$ cat config.mk
export PLATFORM = sky130hd
export DESIGN_NAME = inst_fetch_flat
export DESIGN_NICKNAME = d
export VERILOG_FILES = /design/src/rtl/inst_fetch_if.sv /design/src/rtl/inst_fetch.sv /design/src/flat_wrapper.sv
export SDC_FILE = /design/constraint.sdc
export NUM_CORES = 1
export LEC_CHECK = 0
export ABC_CLOCK_PERIOD_IN_PS = 2500
export CELL_PAD_IN_SITES_DETAIL_PLACEMENT = 1
export CELL_PAD_IN_SITES_GLOBAL_PLACEMENT = 1
export CORE_MARGIN = 10
export CORE_UTILIZATION = 41
export CTS_CLUSTER_SIZE = 20
export DETAILED_ROUTE_END_ITERATION = 10
export PLACE_DENSITY = 0.88
export REMOVE_ABC_BUFFERS = 1
export SYNTH_ARGS = -nofsm -noshare
export SYNTH_HDL_FRONTEND = slang
export SYNTH_SLANG_ARGS = --single-unit
$ cat constraint.sdc
create_clock -name Clk -period 2.5 [get_ports Clk]
set_input_delay 0.25 -clock Clk [delete_from_list [all_inputs] [get_ports Clk]]
set_output_delay 0.25 -clock Clk [all_outputs]
set_load 0.005 [all_outputs]
$ cat src/rtl/inst_fetch_if.sv
// Fetch-stage bus: program-counter/ROM side inputs and decode-side instruction outputs.
// The slave modport is the fetch unit; the master modport is the surrounding core or bench.
interface inst_fetch_if #(
  parameter int L = 10,
  parameter int W = 9
);
  logic         Start;
  logic [L-1:0] ProgCtr;
  logic         Taken;
  logic         Stall;
  logic [W-1:0] RomData;
  logic [L-1:0] RomAddr;
  logic         PcHold;
  logic [W-1:0] Instr;
  logic [L-1:0] InstrPC;
  logic         InstrValid;
  logic         Done;

  modport master (
    output Start, ProgCtr, Taken, Stall, RomData,
    input  RomAddr, PcHold, Instr, InstrPC, InstrValid, Done
  );

  modport slave (
    input  Start, ProgCtr, Taken, Stall, RomData,
    output RomAddr, PcHold, Instr, InstrPC, InstrValid, Done
  );
endinterface

$ cat src/rtl/inst_fetch.sv
// Instruction fetch: issues ROM reads, buffers returned words in a 2-entry FIFO,
// and handles branch flushes and the halt opcode.
module inst_fetch #(
  parameter int           L       = 10,
  parameter int           W       = 9,
  parameter logic [W-1:0] HALT_OP = {W{1'b1}}
) (
  input  logic       Clk,
  input  logic       Reset,
  inst_fetch_if.slave bus
);

  typedef enum logic [1:0] {
    IDLE   = 2'd0,
    RUN    = 2'd1,
    HALTED = 2'd2
  } state_t;

  state_t       state_r, state_s;
  logic         done_r;
  logic         req_v_r;
  logic [L-1:0] req_pc_r;
  logic [W-1:0] fifo_data_r [2];
  logic [L-1:0] fifo_pc_r   [2];
  logic         wr_ptr_r, rd_ptr_r;
  logic [1:0]   count_r;

  logic         valid_s, pop_s, push_s, halt_pop_s, flush_s, issue_s, pc_hold_s;
  logic [2:0]   occ_s;

  assign bus.RomAddr    = bus.ProgCtr;
  assign bus.Instr      = fifo_data_r[rd_ptr_r];
  assign bus.InstrPC    = fifo_pc_r[rd_ptr_r];
  assign bus.InstrValid = valid_s;
  assign bus.PcHold     = pc_hold_s;
  assign bus.Done       = done_r;

  // Handshake decode: occupancy lookahead holds the PC before the FIFO could overflow
  always_comb begin
    valid_s    = (count_r != 2'd0);
    pop_s      = valid_s && !bus.Stall;
    halt_pop_s = pop_s && (state_r == RUN) && (fifo_data_r[rd_ptr_r] == HALT_OP);
    flush_s    = bus.Taken || halt_pop_s;
    push_s     = req_v_r && !flush_s;
    occ_s      = {1'b0, count_r} + {2'b00, req_v_r};
    pc_hold_s  = (state_r != RUN) || (occ_s >= (3'd2 + {2'b00, pop_s}));
    issue_s    = (state_r == RUN) && !pc_hold_s && !bus.Taken;
  end

  // Next-state logic
  always_comb begin
    state_s = state_r;
    case (state_r)
      IDLE: begin
        if (!bus.Start) state_s = RUN;
        else            state_s = IDLE;
      end
      RUN: begin
        if (halt_pop_s) state_s = HALTED;
        else            state_s = RUN;
      end
      HALTED: begin
        if (bus.Start) state_s = IDLE;
        else           state_s = HALTED;
      end
      default: state_s = IDLE;
    endcase
  end

  // State register and registered Done flag
  always_ff @(posedge Clk or negedge Reset) begin
    if (!Reset) begin
      state_r <= IDLE;
      done_r  <= 1'b0;
    end else begin
      state_r <= state_s;
      done_r  <= (state_s == HALTED);
    end
  end

  // In-flight ROM request; a halt pop also drops the word issued alongside it
  always_ff @(posedge Clk or negedge Reset) begin
    if (!Reset) begin
      req_v_r  <= 1'b0;
      req_pc_r <= {L{1'b0}};
    end else begin
      req_v_r <= issue_s && !halt_pop_s;
      if (issue_s) req_pc_r <= bus.ProgCtr;
      else         req_pc_r <= req_pc_r;
    end
  end

  // Two-entry instruction FIFO with 1-bit wrapping pointers
  always_ff @(posedge Clk or negedge Reset) begin
    if (!Reset) begin
      wr_ptr_r       <= 1'b0;
      rd_ptr_r       <= 1'b0;
      count_r        <= 2'd0;
      fifo_data_r[0] <= {W{1'b0}};
      fifo_data_r[1] <= {W{1'b0}};
      fifo_pc_r[0]   <= {L{1'b0}};
      fifo_pc_r[1]   <= {L{1'b0}};
    end else if (flush_s) begin
      wr_ptr_r <= 1'b0;
      rd_ptr_r <= 1'b0;
      count_r  <= 2'd0;
    end else begin
      if (push_s) begin
        fifo_data_r[wr_ptr_r] <= bus.RomData;
        fifo_pc_r[wr_ptr_r]   <= req_pc_r;
        wr_ptr_r              <= ~wr_ptr_r;
      end else begin
        wr_ptr_r <= wr_ptr_r;
      end
      if (pop_s) rd_ptr_r <= ~rd_ptr_r;
      else       rd_ptr_r <= rd_ptr_r;
      case ({push_s, pop_s})
        2'b10:   count_r <= count_r + 2'd1;
        2'b01:   count_r <= count_r - 2'd1;
        default: count_r <= count_r;
      endcase
    end
  end

endmodule

$ cat src/flat_wrapper.sv
// flat-port wrapper written by rule: the top's interface ports become plain ports
module inst_fetch_flat 
#(
  parameter int           L       = 10,
  parameter int           W       = 9,
  parameter logic [W-1:0] HALT_OP = {W{1'b1}}
)
  (Clk, Reset, bus_Start, bus_ProgCtr, bus_Taken, bus_Stall, bus_RomData, bus_RomAddr, bus_PcHold, bus_Instr, bus_InstrPC, bus_InstrValid, bus_Done);
  inst_fetch_if #(.L(L), .W(W)) bus_i ();
  input  logic Clk;
  input  logic Reset;
  input wire logic [$bits(bus_i.Start)-1:0] bus_Start;
  input wire logic [$bits(bus_i.ProgCtr)-1:0] bus_ProgCtr;
  input wire logic [$bits(bus_i.Taken)-1:0] bus_Taken;
  input wire logic [$bits(bus_i.Stall)-1:0] bus_Stall;
  input wire logic [$bits(bus_i.RomData)-1:0] bus_RomData;
  output wire logic [$bits(bus_i.RomAddr)-1:0] bus_RomAddr;
  output wire logic [$bits(bus_i.PcHold)-1:0] bus_PcHold;
  output wire logic [$bits(bus_i.Instr)-1:0] bus_Instr;
  output wire logic [$bits(bus_i.InstrPC)-1:0] bus_InstrPC;
  output wire logic [$bits(bus_i.InstrValid)-1:0] bus_InstrValid;
  output wire logic [$bits(bus_i.Done)-1:0] bus_Done;
  assign bus_i.Start = bus_Start;
  assign bus_i.ProgCtr = bus_ProgCtr;
  assign bus_i.Taken = bus_Taken;
  assign bus_i.Stall = bus_Stall;
  assign bus_i.RomData = bus_RomData;
  assign bus_RomAddr = bus_i.RomAddr;
  assign bus_PcHold = bus_i.PcHold;
  assign bus_Instr = bus_i.Instr;
  assign bus_InstrPC = bus_i.InstrPC;
  assign bus_InstrValid = bus_i.InstrValid;
  assign bus_Done = bus_i.Done;
  inst_fetch #(.L(L), .W(W), .HALT_OP(HALT_OP)) u_core (.Clk(Clk), .Reset(Reset), .bus(bus_i));
endmodule
==> results of run 1 <==
==> cell type report <==
class                           instances  share of cell area
Inverter                                4             0.00456
Sequential cell                        56               0.426
Clock buffer                            6              0.0221
Timing Repair Buffer                   63               0.188
Multi-Input combinational cell        112               0.326
Clock inverter                          2             0.00494
Tap cell                               77              0.0293
==> cells by family after synthesis <==
kind of cell | count (synthesis)
XOR/XNOR | 5
flip-flops | 56
adder cells (fa/ha/maj) | 4
multiplexers | 65
AND/OR/NAND/NOR | 32
AO/OA/AOI/OAI | 6
buffers and inverters | 20
==> state kept, by name (all words and copies together) (netlist names) <==
name                cells
u_core.fifo_pc_r       20
u_core.wr_ptr_r         1
u_core.bus.Done         1
u_core.count_r          2
u_core.req_pc_r        10
u_core.state_r          2
u_core.req_v_r          1
u_core.rd_ptr_r         1
u_core.fifo_data_r     18
==> worst max-delay path: stages, from the launching register on <==
cell and delay [ns]:
dfrtp_1 0.44, ha_1 0.30, inv_1 0.04, ha_1 0.28, nand2b_1 0.15, a211o_1 0.30
dlygate4sd2_1 0.27
==> synthesized netlist by cell type, types with 2 or more instances <==
cell type / number / area (um^2)
dfrtp_1: 56 / 1400
nor2_1: 11 / 41.3
inv_1: 4 / 15.0
mux2_2: 54 / 608
mux2_4: 10 / 150
nand3_1: 4 / 20.0
buf_6: 2 / 22.5
ha_1: 4 / 50.1
xnor2_1: 3 / 26.3
nand2_1: 6 / 22.5
o21ai_0: 3 / 15.0
xor2_1: 2 / 17.5
nand2b_1: 5 / 31.3
buf_4: 11 / 82.6
==> layer usage <==
metal | part of all wire | track usage
met5 | 0 | 0
met4 | 0.0036 | 0.0298
met3 | 0.069 | 0.0453
met2 | 0.50 | 0.198
met1 | 0.43 | 0.136
==> power breakdown <==
part	switching, mW	leakage [nW]	total [mW]	internal (mW)
Sequential	0.301	0.671	1.63	1.33
Combinational	0.570	0.717	1.73	1.16
Clock	0.279	0.0414	0.478	0.200
Total	1.15	1.43	3.84	2.69
==> worst min path at each step <==
stage	slack [ns]	cells past startpoint	start	endpoint
after floorplan	-0.05	0	Reset	u_core.bus.Done
after global placement	0.35	1	Reset	u_core.count_r[0]
after detailed placement	0.35	1	Reset	u_core.fifo_data_r[15]
after CTS	0.01	1	Reset	u_core.fifo_pc_r[7]
after global routing	0.04	1	Reset	u_core.req_pc_r[3]
final	0.006	1	Reset	u_core.fifo_pc_r[13]
==> reports/metrics.yaml, run 1 <==
critPathKind: "reg -> out"
fin_area_um2: 3290
synth_edf_count: 0
relSlewSlack: 0.508
crit_required_ns: 2.25
cp_data_arrival_time_ns: 2.07
antenna_cells: 0
synth-seq-cells: 56
fin_hold_ws_ns: 0.00555
insertion_delay_ns: 0.30
drt-total-wl_um: 5540
vias: 1574
drv_slew: 0
irDropWorstVdd_v: 0.000627
max-cap-violations: 0
powerDensity_nw_per_um2: 1170
layout-drive-gt1-share: 0.346
postLayoutCoreUtil: 0.524
hold_path.class: "in -> async"
ant_nets: 0
timing.final.crit_period_ns: 2.32
htree_levels: 2
fill_cells: 626
cts_tree: "built"
synthAdderAreaFrac: 0.0191
final_cells: 320
gp_congestion: 0.743
leakage_nw: 1.43
fin_skew_ns: 0.0100
postSynth.topFlopCell: "dfrtp_1"
cts_resized: 1
cts.clk_slew.worst_paths_ns: 0.10
hold_viol: 0
ios: 56
finalSetupViolCount: 0
track_usage: 0.117
crit_path_start_kind: "flop"
start_util: 0.418
layout_common_cells: "dfrtp_1, mux2_2, clkdlybuf4s50_1"
grt_max_degree: 33
reg2reg_depth: 8
coreArea_um2: 6280
drt_iter0_markers: 39
syn_area_per_cell_um2: 13.9
die_w_um: 100
multiInputGateArea_um2: 1070
netlist_area_um2: 2620
dp_cells: 312
critPathMaxFanout: 5
grt_pass1_vias: 1848
wl_per_cell_um: 17.3
dieArea_um2: 9990
fin_setup_tns_ns: 0
nets: 270
pre_cts_slack_ns: 0.0718
dp_hpwl_um: 4210
r2r-start: "u_core.count_r[0]"
clockRootBuffer: "clkbuf_8"
synth-compound-area-share: 0.0177
r2r_slack_ns: 0.24
die_y_um: 100
cts_made_buffers: 5
reg2reg_to: "u_core.req_pc_r[2]"
drc_errors: 0
yosys_warnings: 0
crit_end: "bus_PcHold"
regArea_um2: 1400
post-route-period-util: 0.929
critPathCaptureType: "output port"
yosys.area_share.simple: 0.0621
cts.sinks: 56
synth_seq_area_share: 0.535
dr.pass1.iters: 4
worst_slack_ns: 0.179
status: "complete, no violations"
syn_to_final_growth_pct: 25.5
rsz0062_at_grt: "false"
io_buffers: 55
power.total_mw: 3.84
synthCells: 188
cts_setup_buffers: 0
clock_path_buffers: 2
gr-total-overflow: 0
postCtsHoldBufs: 0
rows: 29
post_drt_via_cell_ratio: 4.92
synth.area.mux_share: 0.293
synthXorXnorAreaFrac: 0.0167
startpoint: "u_core.count_r[0]"
max_freq_mhz: 431
place_area_um2: 3200
final_common_cell: "dfrtp_1"
grt_antenna_before_repair: 0
synth_top_family_by_area: "multiplexers"
async_reset_ff_frac: 1.00
grt_pass1_wl_um: 9540
yosys.cell_types.count: 27
tightest_slew_ns: 0.738
(Power assumes the default switching activity.)
==> run 2: changes to the inputs <==
--- a/config.mk
+++ b/config.mk
@@ -5,14 +5,14 @@
 export SDC_FILE = /design/constraint.sdc
 export NUM_CORES = 1
 export LEC_CHECK = 0
-export ABC_CLOCK_PERIOD_IN_PS = 2500
+export ABC_CLOCK_PERIOD_IN_PS = 2930
 export CELL_PAD_IN_SITES_DETAIL_PLACEMENT = 1
 export CELL_PAD_IN_SITES_GLOBAL_PLACEMENT = 1
 export CORE_MARGIN = 10
-export CORE_UTILIZATION = 41
+export CORE_UTILIZATION = 44
 export CTS_CLUSTER_SIZE = 20
 export DETAILED_ROUTE_END_ITERATION = 10
-export PLACE_DENSITY = 0.88
+export PLACE_DENSITY = 0.93
 export REMOVE_ABC_BUFFERS = 1
 export SYNTH_ARGS = -nofsm -noshare
 export SYNTH_HDL_FRONTEND = slang
==> constraint.sdc (replaced) <==
create_clock -name Clk -period 2.93 [get_ports Clk]
set_input_delay 0.293 -clock Clk [delete_from_list [all_inputs] [get_ports Clk]]
set_output_delay 0.293 -clock Clk [all_outputs]
set_load 0.005 [all_outputs]
==> reports/metrics.yaml, run 2 (synthesis results as in run 1) <==
status: "finished with violations"
violations: "hold timing"
wl_per_cell_um: 18.3
place_area_um2: 3170
syn_to_final_growth_pct: 25.1
drc_errors: 0
tightest_slew_ns: 0.634
grt_antenna_before_repair: 0
top_regs: "u_core.fifo_pc_r (20), u_core.fifo_data_r (18), u_core.req_pc_r (10)"
cts_tree: "built"
grt_pass1_vias: 1863
grt_max_degree: 31
crit_required_ns: 2.64
pre_cts_slack_ns: 0.356
cts_resized: 0
fin_hold_ws_ns: -0.00574
cts.sinks: 56
timing.final.crit_period_ns: 2.66
grt_pass1_wl_um: 9620
clockRootBuffer: "clkbuf_8"
cp_slowest_cell: "dfrtp_1"
fin_setup_tns_ns: 0
htree_levels: 2
dp_hpwl_um: 4280
irDropWorstVdd_v: 0.000439
hold_viol: 14
fill_cells: 576
dieArea_um2: 9440
largest_reg_flops: 20
path_buf_inv: 2
cp_data_arrival_time_ns: 2.37
postLayoutCoreUtil: 0.561
max_freq_mhz: 376
fin_area_um2: 3280
path_cells: "o21bai_1 -> inv_1 -> ha_1 -> nand2b_1 -> a211o_1 -> clkdlybuf4s50_1"
rows: 28
wl_met2_um: 2990
critPathKind: "reg -> out"
final_common_cell: "dfrtp_1"
drt_iter0_markers: 19
ant_nets: 0
io_buffers: 55
postCtsHoldBufs: 0
gp_congestion: 0.769
drt-total-wl_um: 5790
regMostFlops: "u_core.fifo_pc_r"
hold_path.class: "in -> async"
ios: 56
max-cap-violations: 0
clock_path_buffers: 2
leakage_nw: 1.43
finalSetupViolCount: 0
layout_common_cells: "dfrtp_1, mux2_2, clkdlybuf4s50_1"
met3_length_um: 409
met1_length_um: 2350
post-route-period-util: 0.908
antenna_cells: 0
powerDensity_nw_per_um2: 1030
highest_layer: "met4"
insertion_delay_ns: 0.31
rsz0062_at_grt: "false"
fin_skew_ns: 0.00739
crit_family: "compound AO/OA/AOI/OAI gates"
vias: 1604
worst_slack_ns: 0.269
layout-drive-gt1-share: 0.340
die_y_um: 97.2
cts_setup_buffers: 0
coreArea_um2: 5850
critPathMaxFanout: 5
cts_made_buffers: 5
drv_slew: 0
cts.clk_slew.worst_paths_ns: 0.10
track_usage: 0.122
crit_path_start_kind: "flop"
critPathCaptureType: "output port"
relSlewSlack: 0.578
max_stage_delay_ns: 0.46
post_drt_via_cell_ratio: 5.08
dr.pass1.iters: 3
gr-total-overflow: 0
nets: 268
die_w_um: 97.2
start_util: 0.448
-- run 2: power by group --
part           internal, mW  leakage [nW]  switching, mW  total (mW)
clock                 0.254        0.0552          0.247       0.501
combinational         0.985         0.699          0.485        1.47
sequential             1.13         0.671          0.263        1.39
total                  2.37          1.43          0.995        3.37
-- run 2: cell type report --
class	count	area, um^2	share of cell area
tap	75	93.8	0.0286
sequential	56	1400	0.427
clock inverter	2	35.0	0.0107
inverter	4	15.0	0.00458
multi-input combinational	112	1070	0.327
timing repair buffer	61	591	0.180
clock buffer	6	72.6	0.0221
-- run 2: path summary, 6_finish.rpt --
kind                       slack (ns)         startpoint  cells past startpoint                     to
hold reg to reg                  0.46  u_core.state_r[1]                      1      u_core.state_r[0]
hold / removal                 -0.006              Reset                      1  u_core.fifo_data_r[5]
min in group Clk                 0.46  u_core.state_r[1]                      1      u_core.state_r[0]
setup reg to reg                 0.55  u_core.count_r[0]                      8     u_core.req_pc_r[2]
setup / recovery                 0.27  u_core.count_r[0]                      6             bus_PcHold
max in group asynchronous        2.11              Reset                      2    u_core.fifo_pc_r[6]
-- run 2: stage by stage --
| stage | power [mW] | hold WS, ns | cells |
|---|---|---|---|
| floorplan | 2.16 | -0.00259 | 172 |
| global placement | 2.82 | 0.343 | 308 |
| detailed placement | 2.91 | 0.352 | 308 |
| CTS | 3.42 | 0.0173 | 316 |
| global route | 3.60 | 0.0366 | 316 |
| finish | 3.37 | -0.00574 | 316 |
-- run 2: per-layer routing --
layer,vias to the layer above,global-route usage
met1,819,0.133
met5,-,0
met3,6,0.0469
met2,39,0.219
met4,0,0.0204
li1,740,-
==> run 3: changes to the inputs <==
--- a/config.mk
+++ b/config.mk
@@ -5,14 +5,14 @@
 export SDC_FILE = /design/constraint.sdc
 export NUM_CORES = 1
 export LEC_CHECK = 0
-export ABC_CLOCK_PERIOD_IN_PS = 2930
+export ABC_CLOCK_PERIOD_IN_PS = 2800
 export CELL_PAD_IN_SITES_DETAIL_PLACEMENT = 1
 export CELL_PAD_IN_SITES_GLOBAL_PLACEMENT = 1
 export CORE_MARGIN = 10
-export CORE_UTILIZATION = 44
+export CORE_UTILIZATION = 41
 export CTS_CLUSTER_SIZE = 20
 export DETAILED_ROUTE_END_ITERATION = 10
-export PLACE_DENSITY = 0.93
+export PLACE_DENSITY = 0.88
 export REMOVE_ABC_BUFFERS = 1
 export SYNTH_ARGS = -nofsm -noshare
 export SYNTH_HDL_FRONTEND = slang
==> constraint.sdc (replaced) <==
create_clock -name Clk -period 2.8 [get_ports Clk]
set_input_delay 0.28 -clock Clk [delete_from_list [all_inputs] [get_ports Clk]]
set_output_delay 0.28 -clock Clk [all_outputs]
set_load 0.005 [all_outputs]
==> reports/metrics.yaml, run 3 (synthesis results as in run 1) <==
power.total_mw: 3.45
drv_slew: 0
cp_slowest_cell: "dfrtp_1"
post_drt_via_cell_ratio: 5.03
irDropWorstVdd_v: 0.000446
track_usage: 0.117
leakage_nw: 1.42
crit_path_start_kind: "flop"
hold_path.class: "reg -> reg"
fin_skew_ns: 0.00680
syn_to_final_growth_pct: 24.9
powerDensity_nw_per_um2: 1050
crit_family: "compound AO/OA/AOI/OAI gates"
pre_cts_slack_ns: 0.269
gr-total-overflow: 0
tightest_slew_ns: 0.598
path_cells: "o21bai_1 -> inv_1 -> ha_1 -> nand2b_1 -> a211o_1 -> clkdlybuf4s50_1"
dr.pass1.iters: 4
htree_levels: 2
hold_viol: 0
critPathCaptureType: "output port"
gp_congestion: 0.739
coreArea_um2: 6280
nets: 268
wl_per_cell_um: 17.6
grt_antenna_before_repair: 0
drc_errors: 0
vias: 1601
grt_pass1_vias: 1820
dp_cells: 309
insertion_delay_ns: 0.30
postLayoutCoreUtil: 0.521
post-route-period-util: 0.929
layout_common_cells: "dfrtp_1, mux2_2, clkdlybuf4s50_1"
top_regs: "u_core.fifo_pc_r (20), u_core.fifo_data_r (18), u_core.req_pc_r (10)"
cts.clk_slew.worst_paths_ns: 0.10
drt_iter0_markers: 33
die_w_um: 100
regMostFlops: "u_core.fifo_pc_r"
grt_pass1_wl_um: 9430
die_y_um: 100
ios: 56
max-cap-violations: 0
rsz0062_at_grt: "false"
relSlewSlack: 0.601
largest_reg_flops: 20
ant_nets: 0
cts.sinks: 56
finalSetupViolCount: 0
path_buf_inv: 2
layout-drive-gt1-share: 0.340
final_cells: 318
rows: 29
dieArea_um2: 9990
cts_made_buffers: 5
final_common_cell: "dfrtp_1"
critPathMaxFanout: 5
grt_max_degree: 32
drt-total-wl_um: 5600
timing.final.crit_period_ns: 2.60
cts_setup_buffers: 0
clock_path_buffers: 2
max_freq_mhz: 385
worst_slack_ns: 0.200
antenna_cells: 0
max_stage_delay_ns: 0.46
dp_hpwl_um: 4220
crit_required_ns: 2.52
io_buffers: 55
status: "complete, no violations"
clockRootBuffer: "clkbuf_8"
cp_data_arrival_time_ns: 2.32
start_util: 0.418
critPathKind: "reg -> out"
fin_setup_tns_ns: 0
cts_tree: "built"
## run 3: final timing paths
check                                   from                      to  slack [ns]  cells after the start
max                        u_core.count_r[0]              bus_PcHold        0.20                      6
max in group asynchronous              Reset       u_core.count_r[0]        1.47                      3
max reg2reg                  u_core.rd_ptr_r  u_core.fifo_data_r[17]        0.39                      6
min reg2reg                u_core.state_r[1]       u_core.state_r[0]        0.45                      1
min                        u_core.state_r[1]       u_core.state_r[0]        0.45                      1
min in group asynchronous              Reset   u_core.fifo_data_r[5]        0.51                      2
## run 3: layout make-up
| class | instances | area [um^2] |
|---|---|---|
| Clock inverter | 2 | 13.8 |
| Tap cell | 77 | 96.3 |
| Fill cell | 650 | 3000 |
| Timing Repair Buffer | 61 | 593 |
| Inverter | 4 | 15.0 |
| Multi-Input combinational cell | 112 | 1070 |
| Sequential cell | 56 | 1400 |
| Clock buffer | 6 | 82.6 |
## run 3: timing repair
action,in CTS,in global routing
gates resized for setup,0,0
hold buffers,1,0
endpoints found under the hold margin,25,0
## run 3: report_power, final
part / internal [mW] / leakage, nW / switching, mW
Combinational: 1.03 / 0.698 / 0.506
Clock: 0.203 / 0.0516 / 0.257
Sequential: 1.18 / 0.671 / 0.266
Total: 2.42 / 1.42 / 1.03
## run 3: per-layer routing
metal / part of all wire / global-route usage
met5: 0 / 0
met4: 0.0079 / 0.0331
met3: 0.063 / 0.0412
met2: 0.50 / 0.190
met1: 0.43 / 0.142
## run 3: stage by stage
stage / area [um^2] / hold WS (ns)
after floorplan: 2490 / -0.0156
after global placement: 3170 / 0.310
after detailed placement: 3170 / 0.317
after CTS: 3270 / 0.459
after global routing: 3270 / 0.497
final: 3270 / 0.455
## run 3: worst reg2reg max path, delay by kind of cell (launching register included)
| kind | cells | cell delay, ns |
|---|---|---|
| buffers and inverters | 1 | 0.33 |
| flip-flops | 1 | 0.60 |
| multiplexers | 2 | 0.75 |
| AND/OR/NAND/NOR | 2 | 0.47 |
| AO/OA/AOI/OAI | 1 | 0.16 |
